## config.mk

```make
export PLATFORM = sky130hd
export DESIGN_NAME = fetch_pc_unit_flat
export DESIGN_NICKNAME = d
export VERILOG_FILES = /design/src/rtl/fetch_pc_unit_if.sv /design/src/rtl/fetch_pc_unit.sv /design/src/flat_wrapper.sv
export SDC_FILE = /design/constraint.sdc
export NUM_CORES = 1
export LEC_CHECK = 0
export CORE_MARGIN = 2
export CORE_UTILIZATION = 54
export CTS_CLUSTER_DIAMETER = 30
export DETAILED_ROUTE_END_ITERATION = 10
export GPL_TIMING_DRIVEN = 0
export HOLD_SLACK_MARGIN = 0.03
export PLACE_DENSITY = 0.88
export SKIP_LAST_GASP = 1
export SLEW_MARGIN = 10
export SYNTH_ARGS = -nofsm -noshare
export SYNTH_HDL_FRONTEND = slang
export SYNTH_SLANG_ARGS = --single-unit
```

## constraint.sdc

```tcl
create_clock -name ClockInput -period 7.5 [get_ports ClockInput]
set_clock_uncertainty 0.1 [all_clocks]
set_input_delay 0.75 -clock ClockInput [delete_from_list [all_inputs] [get_ports ClockInput]]
set_output_delay 0.75 -clock ClockInput [all_outputs]
set_load 0.02 [all_outputs]
```

## src/rtl/fetch_pc_unit_if.sv

```systemverilog
// fetch_pc_unit_if: bundles the fetch stage's branch, instruction-memory and decode-side signals.
//   Branch side : BranchSignal, BranchAddress (into fetch)
//   Imem request: ImemReqValid, ImemReqAddr (out), ImemReqReady (in)
//   Imem resp   : ImemRespValid, ImemRespData (in)
//   Decode side : InstrValid, InstrData, InstrPC (out), InstrReady (in)
//   FetchPC     : next address to request (out)
// master = the fetch unit, slave = its environment.
interface fetch_pc_unit_if;
   logic        BranchSignal;
   logic [31:0] BranchAddress;
   logic        ImemReqValid;
   logic        ImemReqReady;
   logic [31:0] ImemReqAddr;
   logic        ImemRespValid;
   logic [31:0] ImemRespData;
   logic        InstrValid;
   logic        InstrReady;
   logic [31:0] InstrData;
   logic [31:0] InstrPC;
   logic [31:0] FetchPC;

   modport master (
      input  BranchSignal, BranchAddress, ImemReqReady, ImemRespValid, ImemRespData, InstrReady,
      output ImemReqValid, ImemReqAddr, InstrValid, InstrData, InstrPC, FetchPC
   );

   modport slave (
      output BranchSignal, BranchAddress, ImemReqReady, ImemRespValid, ImemRespData, InstrReady,
      input  ImemReqValid, ImemReqAddr, InstrValid, InstrData, InstrPC, FetchPC
   );
endinterface

```

## src/rtl/fetch_pc_unit.sv

```systemverilog
// fetch_pc_unit: program counter and instruction-fetch stage.
//   ClockInput : clock, all state on the rising edge
//   ResetInput : synchronous active-low reset
//   io_bus     : fetch_pc_unit_if.master (branch redirect, imem request/response, decode FIFO head)
// Keeps at most one memory request outstanding and buffers returned words with their PC in a
// FIFO_DEPTH-entry FIFO. A branch reloads FetchPC, flushes the FIFO and marks any in-flight
// response as stale so it is dropped on arrival.
module fetch_pc_unit #(
   parameter logic [31:0] RESET_PC     = 32'h0000_0000,
   parameter int unsigned PC_INCREMENT = 4,
   parameter int unsigned FIFO_DEPTH   = 2
) (
   input logic             ClockInput,
   input logic             ResetInput,
   fetch_pc_unit_if.master io_bus
);
   localparam int unsigned PtrW  = $clog2(FIFO_DEPTH);
   localparam int unsigned CntW  = PtrW + 1;
   localparam logic [31:0] PcInc = 32'(PC_INCREMENT);

   typedef enum logic [1:0] {StFetch, StWait, StDiscard} state_e;

   state_e          r_state;
   state_e          w_state_d;
   logic [31:0]     r_fetch_pc;
   logic [31:0]     r_req_pc;
   logic [31:0]     r_fifo_data [FIFO_DEPTH];
   logic [31:0]     r_fifo_pc   [FIFO_DEPTH];
   logic [PtrW-1:0] r_wptr;
   logic [PtrW-1:0] r_rptr;
   logic [CntW-1:0] r_count;

   logic w_empty;
   logic w_full;
   logic w_req_valid;
   logic w_req_fire;
   logic w_push;
   logic w_pop;
   logic w_instr_valid;

   assign w_empty = (r_count == '0);
   assign w_full  = (r_count == CntW'(FIFO_DEPTH));

   // State register
   always_ff @(posedge ClockInput) begin
      if (!ResetInput) begin
         r_state <= StFetch;
      end else begin
         r_state <= w_state_d;
      end
   end

   // Next-state logic; a branch turns an outstanding request into a stale one
   always_comb begin
      w_state_d = r_state;
      unique case (r_state)
         StFetch: begin
            if (w_req_fire) w_state_d = StWait;
         end
         StWait: begin
            if (io_bus.BranchSignal) begin
               w_state_d = io_bus.ImemRespValid ? StFetch : StDiscard;
            end else if (io_bus.ImemRespValid) begin
               w_state_d = StFetch;
            end
         end
         StDiscard: begin
            if (io_bus.ImemRespValid) w_state_d = StFetch;
         end
         default: w_state_d = StFetch;
      endcase
   end

   // FSM outputs; a branch cycle masks request, push and pop
   always_comb begin
      w_req_valid   = (r_state == StFetch) && !w_full && !io_bus.BranchSignal && ResetInput;
      w_req_fire    = w_req_valid && io_bus.ImemReqReady;
      w_push        = (r_state == StWait) && io_bus.ImemRespValid && !io_bus.BranchSignal;
      w_instr_valid = !w_empty && !io_bus.BranchSignal;
      w_pop         = w_instr_valid && io_bus.InstrReady;
   end

   // PC and FIFO control
   always_ff @(posedge ClockInput) begin
      if (!ResetInput) begin
         r_fetch_pc <= RESET_PC;
         r_req_pc   <= '0;
         r_wptr     <= '0;
         r_rptr     <= '0;
         r_count    <= '0;
      end else if (io_bus.BranchSignal) begin
         r_fetch_pc <= io_bus.BranchAddress;
         r_wptr     <= '0;
         r_rptr     <= '0;
         r_count    <= '0;
      end else begin
         if (w_req_fire) begin
            r_req_pc   <= r_fetch_pc;
            r_fetch_pc <= r_fetch_pc + PcInc;
         end
         if (w_push) r_wptr <= r_wptr + 1'b1;
         if (w_pop)  r_rptr <= r_rptr + 1'b1;
         unique case ({w_push, w_pop})
            2'b10:   r_count <= r_count + 1'b1;
            2'b01:   r_count <= r_count - 1'b1;
            default: r_count <= r_count;
         endcase
      end
   end

   // FIFO storage needs no reset: the head is only exposed while count != 0
   always_ff @(posedge ClockInput) begin
      if (w_push) begin
         r_fifo_data[r_wptr] <= io_bus.ImemRespData;
         r_fifo_pc[r_wptr]   <= r_req_pc;
      end
   end

   assign io_bus.ImemReqValid = w_req_valid;
   assign io_bus.ImemReqAddr  = r_fetch_pc;
   assign io_bus.FetchPC      = r_fetch_pc;
   assign io_bus.InstrValid   = w_instr_valid;
   assign io_bus.InstrData    = w_empty ? 32'h0 : r_fifo_data[r_rptr];
   assign io_bus.InstrPC      = w_empty ? 32'h0 : r_fifo_pc[r_rptr];
endmodule

```

## src/flat_wrapper.sv

```systemverilog
// flat-port wrapper written by rule: the top's interface ports become plain ports
module fetch_pc_unit_flat 
#(
   parameter logic [31:0] RESET_PC     = 32'h0000_0000,
   parameter int unsigned PC_INCREMENT = 4,
   parameter int unsigned FIFO_DEPTH   = 2
)
  (ClockInput, ResetInput, io_bus_BranchSignal, io_bus_BranchAddress, io_bus_ImemReqReady, io_bus_ImemRespValid, io_bus_ImemRespData, io_bus_InstrReady, io_bus_ImemReqValid, io_bus_ImemReqAddr, io_bus_InstrValid, io_bus_InstrData, io_bus_InstrPC, io_bus_FetchPC);
  fetch_pc_unit_if io_bus_i ();
  input logic ClockInput;
  input logic ResetInput;
  input wire logic [$bits(io_bus_i.BranchSignal)-1:0] io_bus_BranchSignal;
  input wire logic [$bits(io_bus_i.BranchAddress)-1:0] io_bus_BranchAddress;
  input wire logic [$bits(io_bus_i.ImemReqReady)-1:0] io_bus_ImemReqReady;
  input wire logic [$bits(io_bus_i.ImemRespValid)-1:0] io_bus_ImemRespValid;
  input wire logic [$bits(io_bus_i.ImemRespData)-1:0] io_bus_ImemRespData;
  input wire logic [$bits(io_bus_i.InstrReady)-1:0] io_bus_InstrReady;
  output wire logic [$bits(io_bus_i.ImemReqValid)-1:0] io_bus_ImemReqValid;
  output wire logic [$bits(io_bus_i.ImemReqAddr)-1:0] io_bus_ImemReqAddr;
  output wire logic [$bits(io_bus_i.InstrValid)-1:0] io_bus_InstrValid;
  output wire logic [$bits(io_bus_i.InstrData)-1:0] io_bus_InstrData;
  output wire logic [$bits(io_bus_i.InstrPC)-1:0] io_bus_InstrPC;
  output wire logic [$bits(io_bus_i.FetchPC)-1:0] io_bus_FetchPC;
  assign io_bus_i.BranchSignal = io_bus_BranchSignal;
  assign io_bus_i.BranchAddress = io_bus_BranchAddress;
  assign io_bus_i.ImemReqReady = io_bus_ImemReqReady;
  assign io_bus_i.ImemRespValid = io_bus_ImemRespValid;
  assign io_bus_i.ImemRespData = io_bus_ImemRespData;
  assign io_bus_i.InstrReady = io_bus_InstrReady;
  assign io_bus_ImemReqValid = io_bus_i.ImemReqValid;
  assign io_bus_ImemReqAddr = io_bus_i.ImemReqAddr;
  assign io_bus_InstrValid = io_bus_i.InstrValid;
  assign io_bus_InstrData = io_bus_i.InstrData;
  assign io_bus_InstrPC = io_bus_i.InstrPC;
  assign io_bus_FetchPC = io_bus_i.FetchPC;
  fetch_pc_unit #(.RESET_PC(RESET_PC), .PC_INCREMENT(PC_INCREMENT), .FIFO_DEPTH(FIFO_DEPTH)) u_core (.ClockInput(ClockInput), .ResetInput(ResetInput), .io_bus(io_bus_i));
endmodule
```

* After elaboration in Yosys (flattened, before gate mapping)
Memory sizes are Yosys's and may differ from the RTL's. A register that Yosys moved wholly into a read port is not among the register bits. Cells that the tools add are included.
Cells by class: $add $sub $neg 5, equal/unequal tests 6, mux-type cells 16, bitwise operators 2, reduce and logical (&&, ||, !) cells 17
Operators by type and width (number):
- 32-bit 2-to-1 mux | 4
- 32-bit by 3-bit adder with 32-bit output (second input constant) | 1
- 1-bit logical AND | 8
- 2-bit 2-to-1 mux | 4
- 2-bit equality test (second input constant) | 3
- 1-bit 2-to-1 mux | 6
- 2-bit one-hot mux with 3 select lines | 1
- 2-bit by 1-bit equality test with 1-bit output (second input constant) | 2
- 2-bit zero test | 2
- 2-bit one-hot mux with 2 select lines | 1
- 2-bit nonzero test | 2
- 1-bit zero test | 3
- 1-bit adder (second input constant) | 2
- 2-bit by 1-bit adder with 2-bit output (second input constant) | 1
- 2-bit by 1-bit inequality test with 1-bit output (second input constant) | 1
- 1-bit NOT | 2
- 2-bit AND reduction | 1
- 2-bit OR reduction | 1
- 2-bit by 1-bit subtractor with 2-bit output (second input constant) | 1
Storage, ports and cells: bits in registers 70, bits in writable memories 128, input bits 70, output and inout bits 130, logic and storage cells 54, memories 2
Memories:
- u_core.r_fifo_data | words 2, bits a word 32, rd ports 1, clocked after memory_dff 1, write ports 1, RTL line fetch_pc_unit.sv:27 | logic [31:0] r_fifo_data [FIFO_DEPTH];
- u_core.r_fifo_pc | words 2, bits a word 32, rd ports 1, clocked after memory_dff 1, write ports 1, RTL line fetch_pc_unit.sv:28 | logic [31:0] r_fifo_pc [FIFO_DEPTH];

* Logic depth before layout (Yosys ltp)
depth after elaboration 8, gate-level depth with buffers 7, depth with buffers taken out 7

* Least setup slack after synthesis
No wires, ideal clock.
path type in2reg, start point input io_bus_BranchSignal, end point memory u_core.r_fifo_data[0][0], enable pin, library setup time 0.487 ns, arrival time 3.818 ns, required time 6.913 ns, path slack 3.095 ns, stages 4, buffers on the path 0, cells stage by stage inv_1 and3_1 inv_1 nor2_1
Between the ends: word-level cells in the longest chain between the ends 4
Ends and longest elaborated chain:
- from (decl) | RTL line flat_wrapper.sv:12 | input wire logic [$bits(io_bus_i.BranchSignal)-1:0] io_bus_BranchSignal;
- 1-bit zero test | RTL line fetch_pc_unit.sv:78 | w_push = (r_state == StWait) && io_bus.ImemRespValid && !io_bus.BranchSignal;
- 1-bit logical AND | RTL line fetch_pc_unit.sv:78
- 1-bit 2-to-1 mux | RTL line fetch_pc_unit.sv:113 | if (w_push) begin
- 1-bit 2-to-1 mux (implied by the code) | RTL line fetch_pc_unit.sv:114 | r_fifo_data[r_wptr] <= io_bus.ImemRespData;
- to (decl) | RTL line fetch_pc_unit.sv:27
Every way passes these cells.

==> flow_summary.toml <==
[synthesis]
syn_area_per_cell_sq_um = 11.5
yosys_warnings = 0
synth_flop_cell = "edfxtp_1"
ys_types = 50
synth_common_cells = "edfxtp_1, nand2_1, nor2_1, dfxtp_1, mux2i_1"
syn_inst = 723
yosysTopAreaCell = "edfxtp_1"
synth_most_common_cell = "edfxtp_1"
syn_nets = 795
synth-edff-count = 128
synth_top_cell_area_share_pct = 46.3
yosysSeqAreaShare_pct = 63.4
synth_area_leaders = "edfxtp_1, dfxtp_1, mux2i_1"
syn_area_sq_um = 8310
postSynth.asyncResetShare_pct = 0
ys_ff_latch = 199

[power_and_ir_drop]
switching_share_pct = 23.0
power_density_nw_per_um2 = 200
leakagePower_nw = 3.71
switchingPower_mw = 0.512
power_frac_seq_pct = 54.0
power.internal_mw = 1.72
p_clk_share_pct = 37.2
combPwrFrac_pct = 8.8
ir_worst_vdd_mv = 0.177

[die]
ios = 200
die_w_um = 128
core_area_sq_um = 15100
die_area_sq_um = 16400
placementRows = 45
die_h_um = 128
start_util_pct = 54.9

[timing]
finalCriticalPeriod_ps = 3760
worst_pin_slew_ps = 907
hold_violations = 0
rsz0062_at_grt = "false"
relSlewSlack_pct = 39.0
finalSetupViolCount = 0
slew_viol_final = 0
setup_tns_ps = 0
fmax_ghz = 0.266
whs_ps = 352
min_period_over_period_pct = 50.2

[setup_path]
path_class = "flop to primary output"
cp_max_fo = 10
reg2regPathDepth = 6
cp-endpoint = "io_bus_InstrPC[22]"
cp.arrival_ps = 2910
cp-start-kind = "flop"
cp-end-kind = "primary output"
critical_path.max_stage_delay_ps = 650
rrSetupSlack_ps = 4840
cpMaxStageDelayCell = "buf_1"
worstReg2RegEnd = "u_core.io_bus.FetchPC[28]"
required_ps = 6650
worstPathCellList = "clkbuf_1, buf_1, mux2i_1, nor2_1, clkdlybuf4s50_1"
worstReg2RegStart = "u_core.io_bus.FetchPC[3]"

[finish]
syn_to_final_growth_pct = 34.2
drive_gt1_share_pct = 8.67
seqCellArea_sq_um = 5270
fillers = 1011
diodes = 0
multi_input_area_sq_um = 2610
fin_nets = 1016

[global_routing]
antenna_found_initial = 0
use_met2_pct = 41.8
grt_pass1_vias = 6045
grt_overflow = 0
met3_usage_pct = 5.97
track_usage_pct = 24.9
grt_pass1_wl_um = 31200
busiest_layer = "met2"
grt_max_degree = 62
use_met1_pct = 31.2

[placed_design]
dp_hpwl_um = 14400
portBuffers = 199
gp_congestion = 0.936

[clocking]
clkSinkCount = 199
postCtsSetupBuffers = 0
cts_resized = 0
insertion_delay_ps = 430
numCtsBuffers = 17
ctsHoldBuffers = 0
clockBufferDepth = 2
cts_tree = "done"
cts-root-buf = "clkbuf_16"
clk_transition_reported_paths_ps = 70
h-tree-depth = 4

[drt]
drc = 0
routed-via-count = 6371
ant_nets = 0
wl_per_cell_um = 17.9
dr.pass1.iters = 5
via_per_inst = 5.56
drtIter0Drc = 528
wirelength_um = 20500

[flow_run]
drv_cap = 0

[hold_path]
min_path_type = "flop to flop"

[run_status]
status = "finished, final reports clean"
cells in the final DEF (no fill, tap or decap), types with 5 or more instances in the layout:
master           instances
nor3_1                   8
nand2_1                 93
buf_4                   35
a22oi_1                  7
nand4_1                 10
nor4_1                   5
clkbuf_1                27
inv_1                    8
a31oi_1                  8
buf_1                   10
xor2_1                   5
and3_1                   6
nand3_1                 13
edfxtp_1               128
clkdlybuf4s50_1        199
clkbuf_16               17
mux2i_1                 66
o21ai_0                 20
a21oi_1                 55
nor2_1                  88
dfxtp_1                 71
routing by layer:
layer,wire (um),share of wire [%],vias to the layer above
met5,0,0,-
met4,553,2.7,0
met3,1500,7.3,39
met2,10200,50,301
met1,8240,40,3006
li1,-,-,3025
metrics by stage:
stage                     setup WS [ps]  total power, mW  cells  util [%]  cell area, sq um
after global routing               3560             2.29   1145      73.6             11200
after floorplan                    3100             1.31    723         -              8310
after detailed placement           4070             1.42   1113      70.1             10600
after CTS                          3660             2.24   1145      73.6             11200
after global placement             1010             1.42   1110      69.6             10500
final                              3740             2.23   1145      73.6             11200
worst min-delay path by stage:
stage	start	endpoint	slack (ps)	cells past startpoint
after floorplan	u_core.r_req_pc[0]	u_core.r_fifo_pc[0][0]	330	0
after global placement	u_core.r_req_pc[22]	u_core.r_fifo_pc[1][22]	330	0
after detailed placement	u_core.r_req_pc[13]	u_core.r_fifo_pc[1][13]	340	0
after CTS	u_core.r_req_pc[13]	u_core.r_fifo_pc[0][13]	360	0
after global routing	u_core.r_req_pc[17]	u_core.r_fifo_pc[0][17]	370	0
final	u_core.r_req_pc[31]	u_core.r_fifo_pc[0][31]	350	0
power by group through the flow:
stage / Sequential [mW] / Combinational [mW] / Clock [mW]
6_report: 1.20 / 0.196 / 0.828
5_1_grt: 1.20 / 0.208 / 0.882
3_3_place_gp: 1.23 / 0.189 / 0
4_1_cts: 1.20 / 0.196 / 0.839
3_5_place_dp: 1.23 / 0.194 / 0
2_1_floorplan: 1.23 / 0.0792 / 0
worst max-delay path: cells and delay by family, from the launching register on:
kind,cells,cell delay (ps)
DFF,1,310
muxes,1,220
and+or+nand+nor,1,130
buffers and inverters,3,1820
cells by family (layout without fill, tap and decap cells):
group                    after synthesis  after routing  share of synthesized area, %
AO/OA/AOI/OAI                        115            115                          8.24
adder cells (fa/ha/maj)                2              2                         0.301
AND/OR/NAND/NOR                      250            250                          13.9
buffers and inverters                 83            317                          5.38
multiplexers                          67             67                          8.09
XOR/XNOR                               7              7                         0.738
flip-flops                           199            199                          63.4
registers in the layout (all words and copies together) (netlist names), named ones only:
signal                 cells
u_core.io_bus.FetchPC     32
u_core.r_fifo_data        64
u_core.r_req_pc           32
u_core.r_count             2
u_core.r_wptr              1
u_core.r_state             2
u_core.r_rptr              1
u_core.r_fifo_pc          64
area by class of cell:
cell class              count  area share [%]
flip-flops and latches    199            47.2
multi-input cells         441            23.4
repair buffers            202            18.5
clock buffers              19            3.97
plain buffers              74            3.70
well taps                 188            2.11
clock inverters            13           0.842
inverters                   9           0.303
(Power assumes the default switching activity.)
